File: config.mk
export PLATFORM = sky130hd
export DESIGN_NAME = stopwatch_ctrl
export DESIGN_NICKNAME = d
export VERILOG_FILES = /design/src/rtl/stopwatch_ctrl.sv
export SDC_FILE = /design/constraint.sdc
export NUM_CORES = 1
export LEC_CHECK = 0
export CORE_UTILIZATION = 25
export DETAILED_ROUTE_END_ITERATION = 7
export GPL_TIMING_DRIVEN = 0
export PLACE_DENSITY = 0.51
export SYNTH_ARGS = -nofsm -noshare
export SYNTH_HDL_FRONTEND = slang
export SYNTH_SLANG_ARGS = --single-unit
File: constraint.sdc
create_clock -name clk -period 4.8 [get_ports clk]
set_clock_uncertainty 0.15 [all_clocks]
set_input_delay 0.96 -clock clk [delete_from_list [all_inputs] [get_ports clk]]
set_output_delay 0.96 -clock clk [all_outputs]
set_load 0.01 [all_outputs]
File: src/rtl/stopwatch_ctrl.sv
// MM:SS stopwatch core with run/pause/adjust modes and a multiplexed
// four-digit seven-segment driver; every rate is a clock enable derived from clk.
module stopwatch_ctrl #(
    parameter int unsigned TICK_DIV  = 100_000_000,
    parameter int unsigned ADJ_DIV   = 50_000_000,
    parameter int unsigned BLINK_DIV = 25_000_000,
    parameter int unsigned SCAN_DIV  = 100_000,
    parameter int unsigned MIN_MAX   = 99
) (
    input  logic       clk,
    input  logic       rst,
    input  logic       adj,
    input  logic       sel,
    input  logic       pause,
    output logic [3:0] min_tens,
    output logic [3:0] min_ones,
    output logic [3:0] sec_tens,
    output logic [3:0] sec_ones,
    output logic [7:0] seg,
    output logic [3:0] an,
    output logic       running
);

    localparam int unsigned TW = $clog2(TICK_DIV);
    localparam int unsigned AW = $clog2(ADJ_DIV);
    localparam int unsigned BW = $clog2(BLINK_DIV);
    localparam int unsigned SW = (SCAN_DIV > 1) ? $clog2(SCAN_DIV) : 1;

    localparam logic [TW-1:0] TICK_LAST  = TW'(TICK_DIV - 1);
    localparam logic [AW-1:0] ADJ_LAST   = AW'(ADJ_DIV - 1);
    localparam logic [BW-1:0] BLINK_LAST = BW'(BLINK_DIV - 1);
    localparam logic [SW-1:0] SCAN_LAST  = SW'(SCAN_DIV - 1);
    localparam logic [3:0]    MAX_T      = 4'(MIN_MAX / 10);
    localparam logic [3:0]    MAX_O      = 4'(MIN_MAX % 10);

    typedef enum logic {
        ST_RUN,
        ST_PAUSED
    } state_t;

    state_t        state_q, state_d;
    logic          pause_q;
    logic [TW-1:0] tick_cnt_q, tick_cnt_d;
    logic [AW-1:0] adj_cnt_q, adj_cnt_d;
    logic [BW-1:0] blink_cnt_q, blink_cnt_d;
    logic          blink_q, blink_d;
    logic [SW-1:0] scan_cnt_q, scan_cnt_d;
    logic [1:0]    idx_q, idx_d;
    logic [3:0]    mt_q, mt_d, mo_q, mo_d, st_q, st_d, so_q, so_d;
    logic [7:0]    seg_q, seg_d;
    logic [3:0]    an_q, an_d;

    logic          paused;
    logic          pause_edge;
    logic          count_tick;
    logic          adj_tick;
    logic          sec_wrap;
    logic [3:0]    sec_nt, sec_no, min_nt, min_no;
    logic [3:0]    cur_digit;
    logic          field_hit;

    function automatic logic [6:0] seg7(input logic [3:0] d);
        case (d)
            4'd0:    return 7'h40;
            4'd1:    return 7'h79;
            4'd2:    return 7'h24;
            4'd3:    return 7'h30;
            4'd4:    return 7'h19;
            4'd5:    return 7'h12;
            4'd6:    return 7'h02;
            4'd7:    return 7'h78;
            4'd8:    return 7'h00;
            4'd9:    return 7'h10;
            default: return 7'h7F;
        endcase
    endfunction

    assign paused     = (state_q == ST_PAUSED);
    assign pause_edge = pause & ~pause_q;
    // adj is used raw so that adj rising on a tick cycle suppresses that tick
    assign count_tick = ~paused & ~adj & (tick_cnt_q == TICK_LAST);
    assign adj_tick   = adj & (adj_cnt_q == ADJ_LAST);
    assign running    = ~paused & ~adj;

    always_comb begin
        sec_wrap = (st_q == 4'd5) && (so_q == 4'd9);
        sec_nt   = st_q;
        sec_no   = so_q + 4'd1;
        if (so_q == 4'd9) begin
            sec_no = '0;
            sec_nt = (st_q == 4'd5) ? 4'd0 : st_q + 4'd1;
        end
        min_nt = mt_q;
        min_no = mo_q + 4'd1;
        if (mt_q == MAX_T && mo_q == MAX_O) begin
            min_nt = '0;
            min_no = '0;
        end else if (mo_q == 4'd9) begin
            min_nt = mt_q + 4'd1;
            min_no = '0;
        end
    end

    always_comb begin
        state_d     = state_q;
        tick_cnt_d  = tick_cnt_q;
        adj_cnt_d   = adj_cnt_q;
        blink_cnt_d = blink_cnt_q;
        blink_d     = blink_q;
        scan_cnt_d  = scan_cnt_q;
        idx_d       = idx_q;
        mt_d        = mt_q;
        mo_d        = mo_q;
        st_d        = st_q;
        so_d        = so_q;

        if (pause_edge) begin
            state_d = paused ? ST_RUN : ST_PAUSED;
        end

        if (paused || adj || tick_cnt_q == TICK_LAST) begin
            tick_cnt_d = '0;
        end else begin
            tick_cnt_d = tick_cnt_q + 1'b1;
        end

        if (!adj || adj_cnt_q == ADJ_LAST) begin
            adj_cnt_d = '0;
        end else begin
            adj_cnt_d = adj_cnt_q + 1'b1;
        end

        if (!adj) begin
            blink_cnt_d = '0;
            blink_d     = 1'b0;
        end else if (blink_cnt_q == BLINK_LAST) begin
            blink_cnt_d = '0;
            blink_d     = ~blink_q;
        end else begin
            blink_cnt_d = blink_cnt_q + 1'b1;
        end

        if (scan_cnt_q == SCAN_LAST) begin
            scan_cnt_d = '0;
            idx_d      = idx_q + 2'd1;
        end else begin
            scan_cnt_d = scan_cnt_q + 1'b1;
        end

        if (count_tick) begin
            st_d = sec_nt;
            so_d = sec_no;
            if (sec_wrap) begin
                mt_d = min_nt;
                mo_d = min_no;
            end
        end else if (adj_tick) begin
            if (sel) begin
                st_d = sec_nt;
                so_d = sec_no;
            end else begin
                mt_d = min_nt;
                mo_d = min_no;
            end
        end
    end

    // Display is built from the current registered state, so it trails digits by one cycle
    always_comb begin
        case (idx_q)
            2'd0:    cur_digit = so_q;
            2'd1:    cur_digit = st_q;
            2'd2:    cur_digit = mo_q;
            default: cur_digit = mt_q;
        endcase
        field_hit = sel ? ~idx_q[1] : idx_q[1];
        seg_d     = {(idx_q != 2'd2), seg7(cur_digit)};
        an_d      = ~(4'b0001 << idx_q);
        if (blink_q && field_hit) begin
            an_d = '1;
        end
    end

    always_ff @(posedge clk or posedge rst) begin
        if (rst) begin
            state_q     <= ST_RUN;
            pause_q     <= 1'b0;
            tick_cnt_q  <= '0;
            adj_cnt_q   <= '0;
            blink_cnt_q <= '0;
            blink_q     <= 1'b0;
            scan_cnt_q  <= '0;
            idx_q       <= '0;
            mt_q        <= '0;
            mo_q        <= '0;
            st_q        <= '0;
            so_q        <= '0;
            seg_q       <= 8'hC0;
            an_q        <= 4'b1110;
        end else begin
            state_q     <= state_d;
            pause_q     <= pause;
            tick_cnt_q  <= tick_cnt_d;
            adj_cnt_q   <= adj_cnt_d;
            blink_cnt_q <= blink_cnt_d;
            blink_q     <= blink_d;
            scan_cnt_q  <= scan_cnt_d;
            idx_q       <= idx_d;
            mt_q        <= mt_d;
            mo_q        <= mo_d;
            st_q        <= st_d;
            so_q        <= so_d;
            seg_q       <= seg_d;
            an_q        <= an_d;
        end
    end

    assign min_tens = mt_q;
    assign min_ones = mo_q;
    assign sec_tens = st_q;
    assign sec_ones = so_q;
    assign seg      = seg_q;
    assign an       = an_q;

endmodule

==> metrics.cfg, run 1 <==
[clock_network]
cts_buffers = 17
clkSinkCount = 128
h-tree-depth = 4
post_cts_resized = 0
tritoncts = done
clk_path_buf_depth = 2
holdBufCountCts = 0
clk_latency_ns = 0.41
clk_pin_slew_ns = 0.06
cts_setup_buffers = 0
cts-root-buf = clkbuf_16

[worst_setup_path]
crit_path_start = adj
crit_fanout = 5
reg2reg_from = tick_cnt_q[11]
start_kind = input pin
cp-end-kind = primary output
cp.arrival_ns = 2.39
r2r-end = min_tens[1]
crit_type = in -> out
critPathCapture = running
rrSetupSlack_ns = 2.19
ff2ff_path_depth = 5
crit_required_ns = 3.69

[synthesis]
syn_inst = 661
yosys.area.top_type = dfrtp_1
synth_top_cell_area_share_pct = 46.7
seq_area_frac_synth_pct = 48.7
ys_types = 61
synth_nets = 682
synth_area_leaders = dfrtp_1 47%, xnor2_1 8.9%, nor2_1 5.4%
synth_edf_count = 0
synth_seq_cells = 128
syn_area_per_cell_um2 = 9.98
yosys_warnings = 0
synthFlopType = dfrtp_1
synthArstFlopShare_pct = 100
synthesis.area_um2 = 6600

[sta]
grt_setup_unrepaired = no
setup_viol = 0
timing.hold.ws_ns = 0.345
fin_crit_sh_pct = 72.8
clock.fmax_mhz = 286
drv_slew = 0
tightest_slew_ns = 0.703
finalCriticalPeriod_ns = 3.50
hold_violations = 0
setup_ws_ns = 1.30
max_slew_margin_pct = 52.8

[min_path]
hold_depth = 1
holdCritStartpoint = blink_cnt_q[0]
hold_path_class = reg -> reg

[flow_run]
maxCapViolations = 0

[place]
gp_congestion = 0.728
io_buffers = 33
dp_hpwl_mm = 9.83
dpl_cell_area_um2 = 7380
post-place-ws_ns = 1.26

[route]
drc = 0
first_pass_iters = 4
wl_per_cell_um = 13.6
via_count = 4836
ant_nets = 0
vias_per_cell = 4.55
routed_wl_mm = 14.5
drtIter0Drc = 184

[die]
coreArea_um2 = 26000
die_y_um = 164
die_area_um2 = 27000
start_util_pct = 25.4
num_io_pins = 34
die_w_um = 164
num_rows = 59

[layout]
nets = 735
drive_gt1_share_pct = 10.6
finalInstanceArea_um2 = 7980
fillers = 2714
final_util_pct = 30.7
n_antenna_cell = 0
area_growth_pct = 20.9

[pwr]
p_per_area_nw_per_um2 = 316
irDropWorstVdd_v = 0.000235
leakage_nw = 3.17

[status]
status = complete, no violations

[global_route]
grt_max_degree = 70
antenna_found_initial = 0
overflow = 0
grt_pass1_wl_mm = 24.5
grt_use_total_pct = 11.6
grt_pass1_vias = 4693

## worst min-delay path by stage
stage,end,slack [ns]
6_report,blink_cnt_q[0],0.35
2_1_floorplan,blink_cnt_q[0],0.30
5_1_grt,scan_cnt_q[11],0.36
4_1_cts,scan_cnt_q[14],0.34
3_5_place_dp,scan_cnt_q[11],0.33
3_3_place_gp,blink_cnt_q[0],0.32
## report_power, final
group / leakage [nW] / switching, W / total (W) / internal [W]
logic: 1.16 / 0.0000706 / 0.000104 / 0.0000330
clock network: 0.289 / 0.000498 / 0.00131 / 0.000808
registers: 1.72 / 0.0000189 / 0.00111 / 0.00109
total: 3.17 / 0.000587 / 0.00252 / 0.00194
## metal layers
layer	up-vias	global-route usage, %	wire length (µm)
met2	60	17.3	6340
met1	2339	16.1	7350
met4	0	4.05	193
met5	-	0	0
met3	9	3.14	574
li1	2428	-	-
## per-stage QoR
| stage | std cells | total power (W) | setup TNS (ns) |
|---|---|---|---|
| finish | 1062 | 0.00252 | 0 |
| global route | 1062 | 0.00263 | 0 |
| CTS | 1062 | 0.00256 | 0 |
| detailed placement | 1030 | 0.00124 | 0 |
| global placement | 1029 | 0.00124 | -226.42 |
| floorplan | 661 | 0.00119 | 0 |
## worst max-delay path: stages
cell	delay (ns)
clkdlybuf4s50_1	0.48
nor2_1	0.33
clkdlybuf4s50_1	0.61
## flip-flops by register name, indices dropped and copies added (netlist names), 2 cells and up
register     flops
adj_cnt_q       26
min_ones         4
scan_cnt_q      17
sec_tens         4
idx_q            2
blink_cnt_q     25
seg              8
tick_cnt_q      27
sec_ones         4
min_tens         4
an               4
## cells in the mapped netlist, drive strengths merged (2+ instances only)
cell type and instances:
nand2 46, and4 12, or3 4, nand3 41, ha 16, xnor2 67
dfstp 5, nor2 105, and3 15, or2 2, nand4b 2, nor4 24
nor4bb 2, a21oi 9, a222oi 4, a31oi 2, o221ai 3, nor3 24
a211oi 4, inv 26, or4 4, nor4b 2, buf 7, or3b 2
mux2 10, or4b 3, nand4 23, nand2b 4, o21ai 10, dfrtp 123
a211o 2, xor2 24, mux2i 4, clkbuf 12, a21o 2, nor2b 3
and2 2
## area by class of cell
cell class              instances  area, µm²  share of cell area [%]
repair buffers                 34        358                    4.49
plain buffers                  19        110                    1.38
clock buffers                  20        467                    5.85
multi-input cells             488       3180                    39.9
well taps                     335        419                    5.25
inverters                      26        103                    1.29
clock inverters                12        133                    1.66
flip-flops and latches        128       3210                    40.2
## logic make-up (layout without fill, tap and decap cells)
group | count (synthesis) | in the layout | synth area share [%]
XOR/XNOR | 91 | 91 | 12.1
buffers and inverters | 45 | 111 | 3.15
adder cells (fa/ha/maj) | 16 | 16 | 3.03
flip-flops | 128 | 128 | 48.7
AND/OR/NAND/NOR | 322 | 322 | 25.9
AO/OA/AOI/OAI | 45 | 45 | 4.87
multiplexers | 14 | 14 | 2.31
## placed cells by master, fill, tap and decap left out, types with 5 or more instances in the layout
cell             instances
o21ai_0                  9
nand2_1                 46
nand3_1                 41
a21oi_1                  9
clkdlybuf4s50_1         33
xor2_1                  24
and4_1                  12
ha_1                    16
nand4_1                 22
clkbuf_1                12
mux2_2                   7
inv_1                   25
and3_1                  15
nor4_1                  21
dfstp_2                  5
clkbuf_16               17
nor3_1                  23
nor2_2                  10
xnor2_1                 67
dfrtp_1                123
nor2_1                  95
Power figures use the tool's default switching activity.
==> run 2, diff against run 1 <==
- clock period: 4.8 -> 2.95 ns (I/O delays scaled with it)
==> run 2 against run 1 <==
Against the previous run: first-iteration DRC count rose by 47%; routed wire length decreased by 1.7%; die area is the same.
==> metrics.cfg, run 2 (synthesis gave the netlist of run 1 again) <==
[layout]
final_util_pct = 31.0  ; +0.33 points
fillers = 2707  ; -0.26%
drive_gt1_share_pct = 10.7  ; +0.11 points
nets = 737  ; +0.27%
largest_reg_flops = 27  ; unchanged
final_cell_mix = 123 x dfrtp_1, 95 x nor2_1, 67 x xnor2_1
reg_top3 = tick_cnt_q (27), adj_cnt_q (26), blink_cnt_q (25)
multi_input_comb_area_um2 = 3180  ; unchanged
area_growth_pct = 22.2
regMostFlops = tick_cnt_q
final_common_cell = dfrtp_1
finalInstanceArea_um2 = 8060  ; +1.1%
final-instance-count-excl-fill = 1064  ; +0.19%
n_antenna_cell = 0  ; unchanged
regArea_um2 = 3210  ; unchanged

[pwr]
irDropWorstVdd_v = 0.000336  ; +43%
p_switching_w = 0.000940  ; +60%
sw_frac_of_total_pct = 21.9  ; -1.4 points
internal-power_w = 0.00336  ; +74%
p_clk_share_pct = 53.8  ; +2.0 points
p_seq_share_pct = 42.2  ; -1.9 points
p_per_area_nw_per_um2 = 534  ; +69%
leakage_nw = 3.20  ; +1.1%
combPwrFrac_pct = 4.0  ; about the same
fin_total_pwr_w = 0.00430  ; +71%

[place]
gp_congestion = 0.780  ; +7.3%
dpl_cell_area_um2 = 7410  ; +0.42%
post-place-ws_ns = -0.180  ; -1.44 ns
dp_hpwl_mm = 10.1  ; +3.0%
io_buffers = 33  ; unchanged
dp.cells = 1032  ; +0.19%

[clock_network]
post_cts_resized = 0  ; unchanged
clk_latency_ns = 0.42  ; about the same
cts_buffers = 17  ; unchanged
clk_path_buf_depth = 2  ; unchanged
cts-root-buf = clkbuf_16
clk_pin_slew_ns = 0.05  ; about the same
holdBufCountCts = 0  ; unchanged
h-tree-depth = 4  ; unchanged
cts_setup_buffers = 0  ; unchanged
clkSinkCount = 128  ; unchanged
tritoncts = done

[sta]
setup_ws_ns = 0.0755  ; -1.23 ns
clock.fmax_mhz = 348
drv_slew = 0  ; unchanged
grt_setup_unrepaired = no
tightest_slew_ns = 0.866  ; +0.162 ns
max_slew_margin_pct = 41.5  ; -11 points
hold_violations = 0  ; unchanged
fin_crit_sh_pct = 97.4
finalCriticalPeriod_ns = 2.87
setup_viol = 0  ; unchanged

[flow_run]
maxCapViolations = 0  ; unchanged

[worst_setup_path]
reg2reg_from = adj_cnt_q[15]
rrSetupSlack_ns = 0.27  ; -1.92 ns
cp.arrival_ns = 2.13  ; -0.26 ns
cp-end-kind = primary output
ff2ff_path_depth = 5  ; unchanged
crit_required_ns = 2.21  ; -1.48 ns
crit_fanout = 5  ; unchanged
critPathCapture = running
crit_path_start = adj
crit_type = in -> out
r2r-end = min_tens[3]
start_kind = input pin

[die]
die_w_um = 164  ; unchanged
num_io_pins = 34  ; unchanged
num_rows = 59  ; unchanged
die_area_um2 = 27000  ; unchanged
coreArea_um2 = 26000  ; unchanged
start_util_pct = 25.4  ; unchanged
die_y_um = 164  ; unchanged

[route]
routed_wl_mm = 14.2  ; -1.7%
first_pass_iters = 5  ; +1
drc = 0  ; unchanged
drtIter0Drc = 270  ; +47%
ant_nets = 0  ; unchanged
vias_per_cell = 4.58  ; +0.68%
wl_per_cell_um = 13.4  ; -1.9%
via_count = 4878  ; +0.87%

[global_route]
grt_pass1_vias = 4752  ; +1.3%
grt_pass1_wl_mm = 24.2  ; -1.1%
grt_max_degree = 40  ; -43%
overflow = 0  ; unchanged
grt_use_total_pct = 11.5  ; -0.12 points
antenna_found_initial = 0  ; unchanged

[status]
status = complete, no violations

[min_path]
hold_path_class = reg -> reg

-- run 2: changes by cell type in the layout (fill, tap and decap cells not counted), sizes merged --
cell	previous run	this run
buf	8	10
bufinv	2	5
clkbuf	32	31
inv	28	26
-- run 2: area by class of cell --
cell class              count  share of cell area (%)
plain buffers              19                    1.37
well taps                 335                    5.20
clock buffers              19                    5.49
clock inverters            13                    2.61
repair buffers             36                    4.84
flip-flops and latches    128                    39.8
multi-input cells         488                    39.4
inverters                  26                    1.26
-- run 2: metrics by stage --
step / setup TNS, ns / hold slack [ns]
4_1_cts: 0 / 0.338
6_report: 0 / 0.334
5_1_grt: 0 / 0.365
3_5_place_dp: -0.747 / 0.331
2_1_floorplan: 0 / 0.301
3_3_place_gp: -87.93 / 0.326
-- run 2: how the worst min path moves through the flow --
| stage | to | slack (ns) | cells past startpoint | from |
|---|---|---|---|---|
| 2_1_floorplan | blink_cnt_q[0] | 0.30 | 1 | blink_cnt_q[0] |
| 3_3_place_gp | blink_cnt_q[0] | 0.33 | 1 | blink_cnt_q[0] |
| 3_5_place_dp | blink_cnt_q[0] | 0.33 | 1 | blink_cnt_q[0] |
| 4_1_cts | blink_cnt_q[0] | 0.34 | 1 | blink_cnt_q[0] |
| 5_1_grt | blink_cnt_q[0] | 0.36 | 1 | blink_cnt_q[0] |
| 6_report | blink_cnt_q[0] | 0.33 | 1 | blink_cnt_q[0] |
-- run 2: critical path, cell delays in order --
cell	delay, ns
clkdlybuf4s50_1	0.51
nor2_1	0.40
clkdlybuf4s50_1	0.63
-- run 2: power groups by stage --
stage / clock [W] / combinational [W] / sequential (W)
after detailed placement: 0 / 0.000179 / 0.00185
after CTS: 0.00238 / 0.000180 / 0.00182
after floorplan: 0 / 0.000106 / 0.00184
after global routing: 0.00245 / 0.000199 / 0.00182
after global placement: 0 / 0.000170 / 0.00185
final: 0.00231 / 0.000172 / 0.00182
-- run 2: per-layer routing --
metal  share of wire (%)  vias to the layer above  GRT usage, %
met2                  44                       90          17.1
met3                 5.1                       17          3.37
li1                    -                     2434             -
met1                  49                     2337          15.4
met5                   0                        -             0
met4                 1.7                        0          4.96
